## src/rtl/serial_subtractor.sv

```systemverilog
// serial_subtractor: bit-serial unsigned subtractor, LSB first, one bit per clock.
// Computes D = A - B - Bi (mod 2^WIDTH) and borrow-out Bo over WIDTH SHIFT cycles.
// Optional feature: define SERIAL_SUBTRACTOR_OVERFLOW_EN to add the signed overflow flag V.
module serial_subtractor #(
  parameter int unsigned WIDTH = 8
) (
  input  logic             clk,
  input  logic             reset_n,
  input  logic             start,
  input  logic [WIDTH-1:0] A,
  input  logic [WIDTH-1:0] B,
  input  logic             Bi,
  output logic             busy,
  output logic             done,
  output logic [WIDTH-1:0] D,
  output logic             Bo
`ifdef SERIAL_SUBTRACTOR_OVERFLOW_EN
  ,
  output logic             V
`endif
);

  localparam int unsigned CNT_W = (WIDTH > 2) ? $clog2(WIDTH) : 1;
  localparam int unsigned RES_W = WIDTH - 1;

  typedef enum logic [1:0] {
    IDLE  = 2'd0,
    SHIFT = 2'd1,
    DONE  = 2'd2
  } state_t;

  state_t             r_state;
  state_t             w_state_nxt;
  logic               w_accept;
  logic               w_last;
  logic               w_d;
  logic               w_br_nxt;

  logic [WIDTH-1:0]   r_a;
  logic [WIDTH-1:0]   r_b;
  logic [RES_W-1:0]   r_res;
  logic               r_br;
  logic [CNT_W-1:0]   r_cnt;
  logic               r_busy;
  logic               r_done;
  logic [WIDTH-1:0]   r_d;
  logic               r_bo;
`ifdef SERIAL_SUBTRACTOR_OVERFLOW_EN
  logic               r_a_msb;
  logic               r_b_msb;
  logic               r_v;
`endif

  // One-bit full subtractor on the current LSBs and the running borrow
  always_comb begin
    w_d      = r_a[0] ^ r_b[0] ^ r_br;
    w_br_nxt = (~r_a[0] & r_b[0]) | (~(r_a[0] ^ r_b[0]) & r_br);
    w_last   = (r_state == SHIFT) && (r_cnt == CNT_W'(WIDTH - 1));
  end

  // State register
  always_ff @(posedge clk or negedge reset_n) begin
    if (!reset_n) begin
      r_state <= IDLE;
    end else begin
      r_state <= w_state_nxt;
    end
  end

  // Next-state logic; start is only honoured in IDLE
  always_comb begin
    w_state_nxt = r_state;
    w_accept    = 1'b0;
    case (r_state)
      IDLE: begin
        if (start) begin
          w_accept    = 1'b1;
          w_state_nxt = SHIFT;
        end
      end
      SHIFT: begin
        if (w_last) begin
          w_state_nxt = DONE;
        end
      end
      DONE: begin
        w_state_nxt = IDLE;
      end
      default: begin
        w_state_nxt = IDLE;
      end
    endcase
  end

  // Operand/result shift registers, counter and registered outputs
  always_ff @(posedge clk or negedge reset_n) begin
    if (!reset_n) begin
      r_a     <= '0;
      r_b     <= '0;
      r_res   <= '0;
      r_br    <= 1'b0;
      r_cnt   <= '0;
      r_busy  <= 1'b0;
      r_done  <= 1'b0;
      r_d     <= '0;
      r_bo    <= 1'b0;
`ifdef SERIAL_SUBTRACTOR_OVERFLOW_EN
      r_a_msb <= 1'b0;
      r_b_msb <= 1'b0;
      r_v     <= 1'b0;
`endif
    end else begin
      r_busy <= (w_state_nxt != IDLE);
      r_done <= (w_state_nxt == DONE);

      if (w_accept) begin
        r_a     <= A;
        r_b     <= B;
        r_br    <= Bi;
        r_res   <= '0;
        r_cnt   <= '0;
`ifdef SERIAL_SUBTRACTOR_OVERFLOW_EN
        r_a_msb <= A[WIDTH-1];
        r_b_msb <= B[WIDTH-1];
`endif
      end else if (r_state == SHIFT) begin
        r_a   <= r_a >> 1;
        r_b   <= r_b >> 1;
        r_br  <= w_br_nxt;
        r_res <= RES_W'({w_d, r_res} >> 1);
        r_cnt <= r_cnt + CNT_W'(1);
      end

      // The final bit is still combinational on the last edge, so merge it in here
      if (w_last) begin
        r_d  <= {w_d, r_res};
        r_bo <= w_br_nxt;
`ifdef SERIAL_SUBTRACTOR_OVERFLOW_EN
        r_v  <= (r_a_msb != r_b_msb) && (w_d != r_a_msb);
`endif
      end
    end
  end

  assign busy = r_busy;
  assign done = r_done;
  assign D    = r_d;
  assign Bo   = r_bo;
`ifdef SERIAL_SUBTRACTOR_OVERFLOW_EN
  assign V    = r_v;
`endif

endmodule

```

## config.mk

```make
export PLATFORM = sky130hd
export DESIGN_NAME = serial_subtractor
export DESIGN_NICKNAME = d
export VERILOG_FILES = /design/src/rtl/serial_subtractor.sv
export SDC_FILE = /design/constraint.sdc
export NUM_CORES = 1
export LEC_CHECK = 0
export ABC_CLOCK_PERIOD_IN_PS = 1950
export CAP_MARGIN = 20
export CORE_MARGIN = 4
export CORE_UTILIZATION = 47
export CTS_BUF_LIST = sky130_fd_sc_hd__clkbuf_8
export CTS_CLUSTER_SIZE = 25
export DETAILED_ROUTE_END_ITERATION = 8
export PLACE_DENSITY = 0.84
export SLEW_MARGIN = 20
export SYNTH_ARGS = -nofsm -noshare
export SYNTH_HDL_FRONTEND = slang
export SYNTH_SLANG_ARGS = --single-unit
export TNS_END_PERCENT = 50
```

## constraint.sdc

```tcl
create_clock -name clk -period 1.95 [get_ports clk]
set_input_delay 0.39 -clock clk [delete_from_list [all_inputs] [get_ports clk]]
set_output_delay 0.39 -clock clk [all_outputs]
set_load 0.03 [all_outputs]
```

==> impl_metrics.toml, run 1 <==
[placement]
preCtsSetupSlack_ns = 0.213
dpl.hpwl_um = 2450
place_congestion = 0.873
place_area_sq_um = 2060
numPortBuffers = 30

[floorplan]
die-area_sq_um = 4730
core_sq_um = 3440
io_pins = 31
die_h_um = 68.8
die_w_um = 68.8
start_util = 0.505
rows = 21

[timing]
min_period_ns = 1.71
skew_ns = 0.00524
setup_ws_ns = 0.243
maxSlewHeadroom = 0.676
rsz0062_at_grt = "no"
setup_tns_ns = 0
finalHoldViolCount = 0
fmax_mhz = 586
fin_crit_sh = 0.875
final-max-slew-violation-count = 0
worstMarginPinSlew_ns = 0.485
setup_viol = 0
hold_ws_ns = 0.149

[cts]
cts_tree = "built"
clockRootBuffer = "clkbuf_8"
clk_transition_reported_paths_ns = 0.07
ctsHtreeMaxLevel = 2
numClockSinks = 40
cts_buffers = 5
cts-hold-fix-buffers = 0
cts.repair.resized = 0
clock_path_buffers = 2
cts_setup_buffers = 0
insertion_delay_ns = 0.29

[power]
ir_worst_vdd_uv = 599
power.density_nw_per_um2 = 1590
leakage_nw = 0.962

[drt]
detail-route-antenna-nets = 0
wl_per_cell_um = 15.9
num_vias = 1280
via_per_inst = 5.84
route.detailed.drc = 0
wl_um = 3490
first_pass_iters = 4
drtIter0Drc = 66

[synthesis]
synthArstFlopShare = 1.00
synth_ff_type = "dfrtp_1"
ys_types = 25
yosysMostFrequentCell = "dfrtp_1"
syn_nets = 163
ys_ff_latch = 40
synth.top_cells.by_count = "dfrtp_1, nor2_1, o32ai_1"
synth_edf_count = 0
synthTopCellsByArea = "dfrtp_1, o32ai_1, mux2_4"
netlist_area_sq_um = 1740
netlist_instances = 140
avgSynthCellArea_sq_um = 12.4
synth_top_cell_by_area = "dfrtp_1"
yosysWarnings = 0
ys_seq_area_frac = 0.576
synth.top_cell.area_share = 0.576

[finish]
utilization = 0.621
final_area_sq_um = 2140
antenna_cells = 0
drive_gt1_frac = 0.150
finalNetCount = 196
syn_to_final_growth_pct = 23.1

[setup_path]
critPathKind = "register to output port"
endpoint_kind = "output port"
cp_top_family = "buffers and inverters"
worstSetupStartpointType = "register"
cp.arrival_ns = 1.32
critPathSlowestCell = "clkdlybuf4s50_1"
critPathRequiredTime_ns = 1.56
worstPathMaxFanout = 2
path_cells = "clkdlybuf4s50_1"
critPathMaxStageDelay_ns = 0.67
worst-path-buf-inv = 1

[global_routing]
globalRouteOverflowTotal = 0
antenna_found_initial = 0
grt_pass1_wl_um = 5660
grt_max_degree = 41
gr-usage-all-layers = 0.167
grt_pass1_vias = 1256

[worst_hold_path]
hold_class = "input pin to async pin"

[job]
drv_cap = 0

[status]
outcome = "finished clean"
==> cell usage in the layout, fill, tap and decap left out, drive strengths merged <==
master,n
a21oi,1
a221oi,1
a22o,9
buf,8
clkbuf,5
clkdlybuf4s50,29
clkinv,1
dfrtp,40
fa,1
ha,2
inv,7
mux2,8
nand2,4
nand2b,2
nand3b,1
nor2,15
nor2b,2
o21ai,6
o21bai,1
o22ai,14
o32ai,15
or2,1
==> cell type report <==
cell class / count / area, sq um
Clock inverter: 2 / 8.76
Tap cell: 46 / 57.6
Clock buffer: 5 / 68.8
Timing Repair Buffer: 37 / 348
Fill cell: 295 / 1300
Sequential cell: 40 / 1000
Inverter: 6 / 22.5
Multi-Input combinational cell: 83 / 632
==> routing by layer <==
layer	vias up	wire, um	GRT usage
li1	594	-	-
met1	631	1420	0.199
met2	46	1760	0.269
met3	9	247	0.0583
met4	0	72	0.0803
met5	-	0	0
==> where the power goes <==
part	switching, mW	total (mW)	internal [mW]	leakage [nW]
logic	0.701	1.40	0.701	0.425
clock network	0.261	0.498	0.238	0.0452
registers	0.294	1.49	1.20	0.491
total	1.26	3.39	2.14	0.962
==> through the flow <==
stage                     cells  total power, mW
after detailed placement    212             2.92
final                       219             3.39
after floorplan             140             2.44
after global routing        219             3.63
after CTS                   219             3.43
after global placement      212             2.81
==> kinds of logic after synthesis <==
group	count (synthesis)	share of synthesized area
AO/OA/AOI/OAI	47	0.201
flip-flops	40	0.576
AND/OR/NAND/NOR	25	0.0720
buffers and inverters	17	0.0598
multiplexers	8	0.0648
adder cells (fa/ha/maj)	3	0.0259
==> registers in the layout (all words and copies together) (netlist names) <==
register  cells
busy          1
r_cnt         3
r_state       2
r_b           8
done          1
r_res         7
r_a           8
r_br          1
Bo            1
D             8
==> final timing paths <==
| check | slack [ns] | end | cells past startpoint | startpoint |
|---|---|---|---|---|
| setup reg to reg | 0.42 | D[1] | 4 | r_cnt[0] |
| setup / recovery | 0.24 | D[6] | 1 | D[6] |
| hold / removal | 0.15 | D[2] | 2 | reset_n |
| min in group clk | 0.49 | r_cnt[0] | 1 | r_cnt[0] |
| hold reg to reg | 0.49 | r_cnt[0] | 1 | r_cnt[0] |
| max in group asynchronous | 1.47 | r_b[6] | 2 | reset_n |
(Power assumes the default switching activity.)
==> run 2: changes to the inputs <==
--- a/config.mk
+++ b/config.mk
@@ -7,12 +7,12 @@
 export LEC_CHECK = 0
 export ABC_CLOCK_PERIOD_IN_PS = 1950
 export CAP_MARGIN = 20
-export CORE_MARGIN = 4
 export CORE_UTILIZATION = 47
 export CTS_BUF_LIST = sky130_fd_sc_hd__clkbuf_8
 export CTS_CLUSTER_SIZE = 25
 export DETAILED_ROUTE_END_ITERATION = 8
-export PLACE_DENSITY = 0.84
+export DONT_BUFFER_PORTS = 1
+export PLACE_DENSITY = 0.73
 export SLEW_MARGIN = 20
 export SYNTH_ARGS = -nofsm -noshare
 export SYNTH_HDL_FRONTEND = slang
==> constraint.sdc (replaced) <==
create_clock -name clk -period 1.95 [get_ports clk]
set_input_delay 0.39 -clock clk [delete_from_list [all_inputs] [get_ports clk]]
set_output_delay 0.39 -clock clk [all_outputs]
set_load 0.01 [all_outputs]
==> run 2 against run 1 <==
- register-to-register slack lost 0.04 ns
- final area shrank 11%
- combinational power is 31% lower
- sequential power increased by 3%
- clock skew grew 0.0014 ns
- sequential share of layout area up 6.0 points
- first-iteration DRC count is 20% higher
- non-clock buffer count decreased by 32
- count of clock-buffer cells in the layout unchanged
- via count fell by 11%
- fmax rose by 8.6%
- utilization is 7.1 points lower
==> impl_metrics.toml, run 2 (same netlist as run 1, synthesis figures left out) <==
[status]
outcome = "finished clean"

[placement]
dpl.hpwl_um = 2200
place_congestion = 0.749
numPortBuffers = 0
place_area_sq_um = 1740
dpl.cell_count = 178

[drt]
wl_per_cell_um = 17.4
wl_um = 3260
via_per_inst = 6.07
detail-route-antenna-nets = 0
drtIter0Drc = 79
route.detailed.drc = 0
num_vias = 1135
first_pass_iters = 4

[floorplan]
start_util = 0.505
die_h_um = 62.8
die_w_um = 62.8
core_sq_um = 3440
io_pins = 31
die-area_sq_um = 3940
rows = 21

[cts]
clock_path_buffers = 2
numClockSinks = 40
clockRootBuffer = "clkbuf_8"
cts_buffers = 5
insertion_delay_ns = 0.30
clk_transition_reported_paths_ns = 0.08
ctsHtreeMaxLevel = 2
cts_tree = "built"

[finish]
layout_commonest_cell = "dfrtp_1"
drive_gt1_frac = 0.163
nFillCells = 295
final_area_sq_um = 1890
stdcell_count = 187
finalNetCount = 164
final_cell_mix = "dfrtp_1, o32ai_1, nor2_1"
antenna_cells = 0
syn_to_final_growth_pct = 9.08
utilization = 0.550

[timing]
skew_ns = 0.00662
finalHoldViolCount = 0
maxSlewHeadroom = 0.641
setup_tns_ns = 0
rsz0062_at_grt = "no"
fmax_mhz = 637
setup_viol = 0
worstMarginPinSlew_ns = 0.538
final-max-slew-violation-count = 0
min_period_ns = 1.57
hold_ws_ns = 0.214
fin_crit_sh = 0.806

[power]
p_comb_frac = 0.293
clkPwrFrac = 0.239
ir_worst_vdd_uv = 747
power.density_nw_per_um2 = 1730
p_sw_mw = 1.08
power_frac_seq = 0.468
sw_frac_of_total = 0.330
leakage_nw = 0.860
internal_power_mw = 2.20

[setup_path]
rr_worst_depth = 3
worstPathMaxFanout = 15
critPathRequiredTime_ns = 2.15
critPathKind = "register to register"
crit-reg2reg-launch = "r_state[0]"
critPathSlowestCell = "dfrtp_1"
cp_top_family = "flip-flops"
rr_endpoint = "r_br"
cp.arrival_ns = 1.77
endpoint_kind = "register"
r2r_slack_ns = 0.38
worst-path-buf-inv = 0
worstSetupStartpointType = "register"
critPathMaxStageDelay_ns = 0.57
path_cells = "or2_1 -> o32ai_1 -> a221oi_1"

[global_routing]
grt_max_degree = 41
grt_pass1_wl_um = 5560
grt_pass1_vias = 1199
gr-usage-all-layers = 0.190
antenna_found_initial = 0
globalRouteOverflowTotal = 0

[worst_hold_path]
hold_class = "input pin to register"
hp-start = "A[7]"
hold_end = "r_a[7]"
min_path_cells = 2

[job]
drv_cap = 0
==> run 2: power groups by stage <==
stage / clock [mW] / combinational, mW / sequential [mW]
6_report: 0.781 / 0.960 / 1.53
5_1_grt: 0.841 / 1.07 / 1.58
4_1_cts: 0.802 / 0.970 / 1.54
3_5_place_dp: 0 / 0.946 / 1.55
3_3_place_gp: 0 / 0.899 / 1.52
2_1_floorplan: 0 / 0.853 / 1.45
==> run 2: per-stage QoR <==
step | power [mW] | setup slack [ns]
floorplan | 2.30 | 0.509
global placement | 2.42 | 0.480
detailed placement | 2.50 | 0.424
CTS | 3.31 | 0.385
global route | 3.49 | 0.262
finish | 3.28 | 0.379
==> run 2: worst max path at each step <==
stage | startpoint | to | slack, ns | cells past startpoint
global placement | r_cnt[0] | D[0] | 0.48 | 4
global route | r_state[0] | r_br | 0.26 | 3
detailed placement | r_state[0] | r_br | 0.42 | 3
finish | r_state[0] | r_br | 0.38 | 3
floorplan | r_cnt[0] | D[2] | 0.51 | 5
CTS | r_state[0] | r_br | 0.39 | 3
==> run 2: timing repair <==
| item | CTS | global route |
|---|---|---|
| hold endpoints to repair | 40 | 0 |
| hold buffers | 2 | 0 |
| gates resized for setup | 0 | 0 |
| buffers inserted | 0 | 0 |
==> run 2: layout make-up <==
type                            count  area [sq um]  share of cell area
Inverter                            6          22.5              0.0119
Timing Repair Buffer                5          52.6              0.0277
Sequential cell                    40          1000               0.528
Tap cell                           46          57.6              0.0304
Clock inverter                      2          60.1              0.0317
Multi-Input combinational cell     83           632               0.334
Clock buffer                        5          68.8              0.0363
==> run 2: layer usage <==
layer | track usage | vias to the layer above | part of all wire
met4 | 0.0988 | 0 | 0.017
met1 | 0.214 | 572 | 0.42
li1 | - | 521 | -
met3 | 0.0858 | 4 | 0.076
met2 | 0.300 | 38 | 0.49
met5 | 0 | - | 0
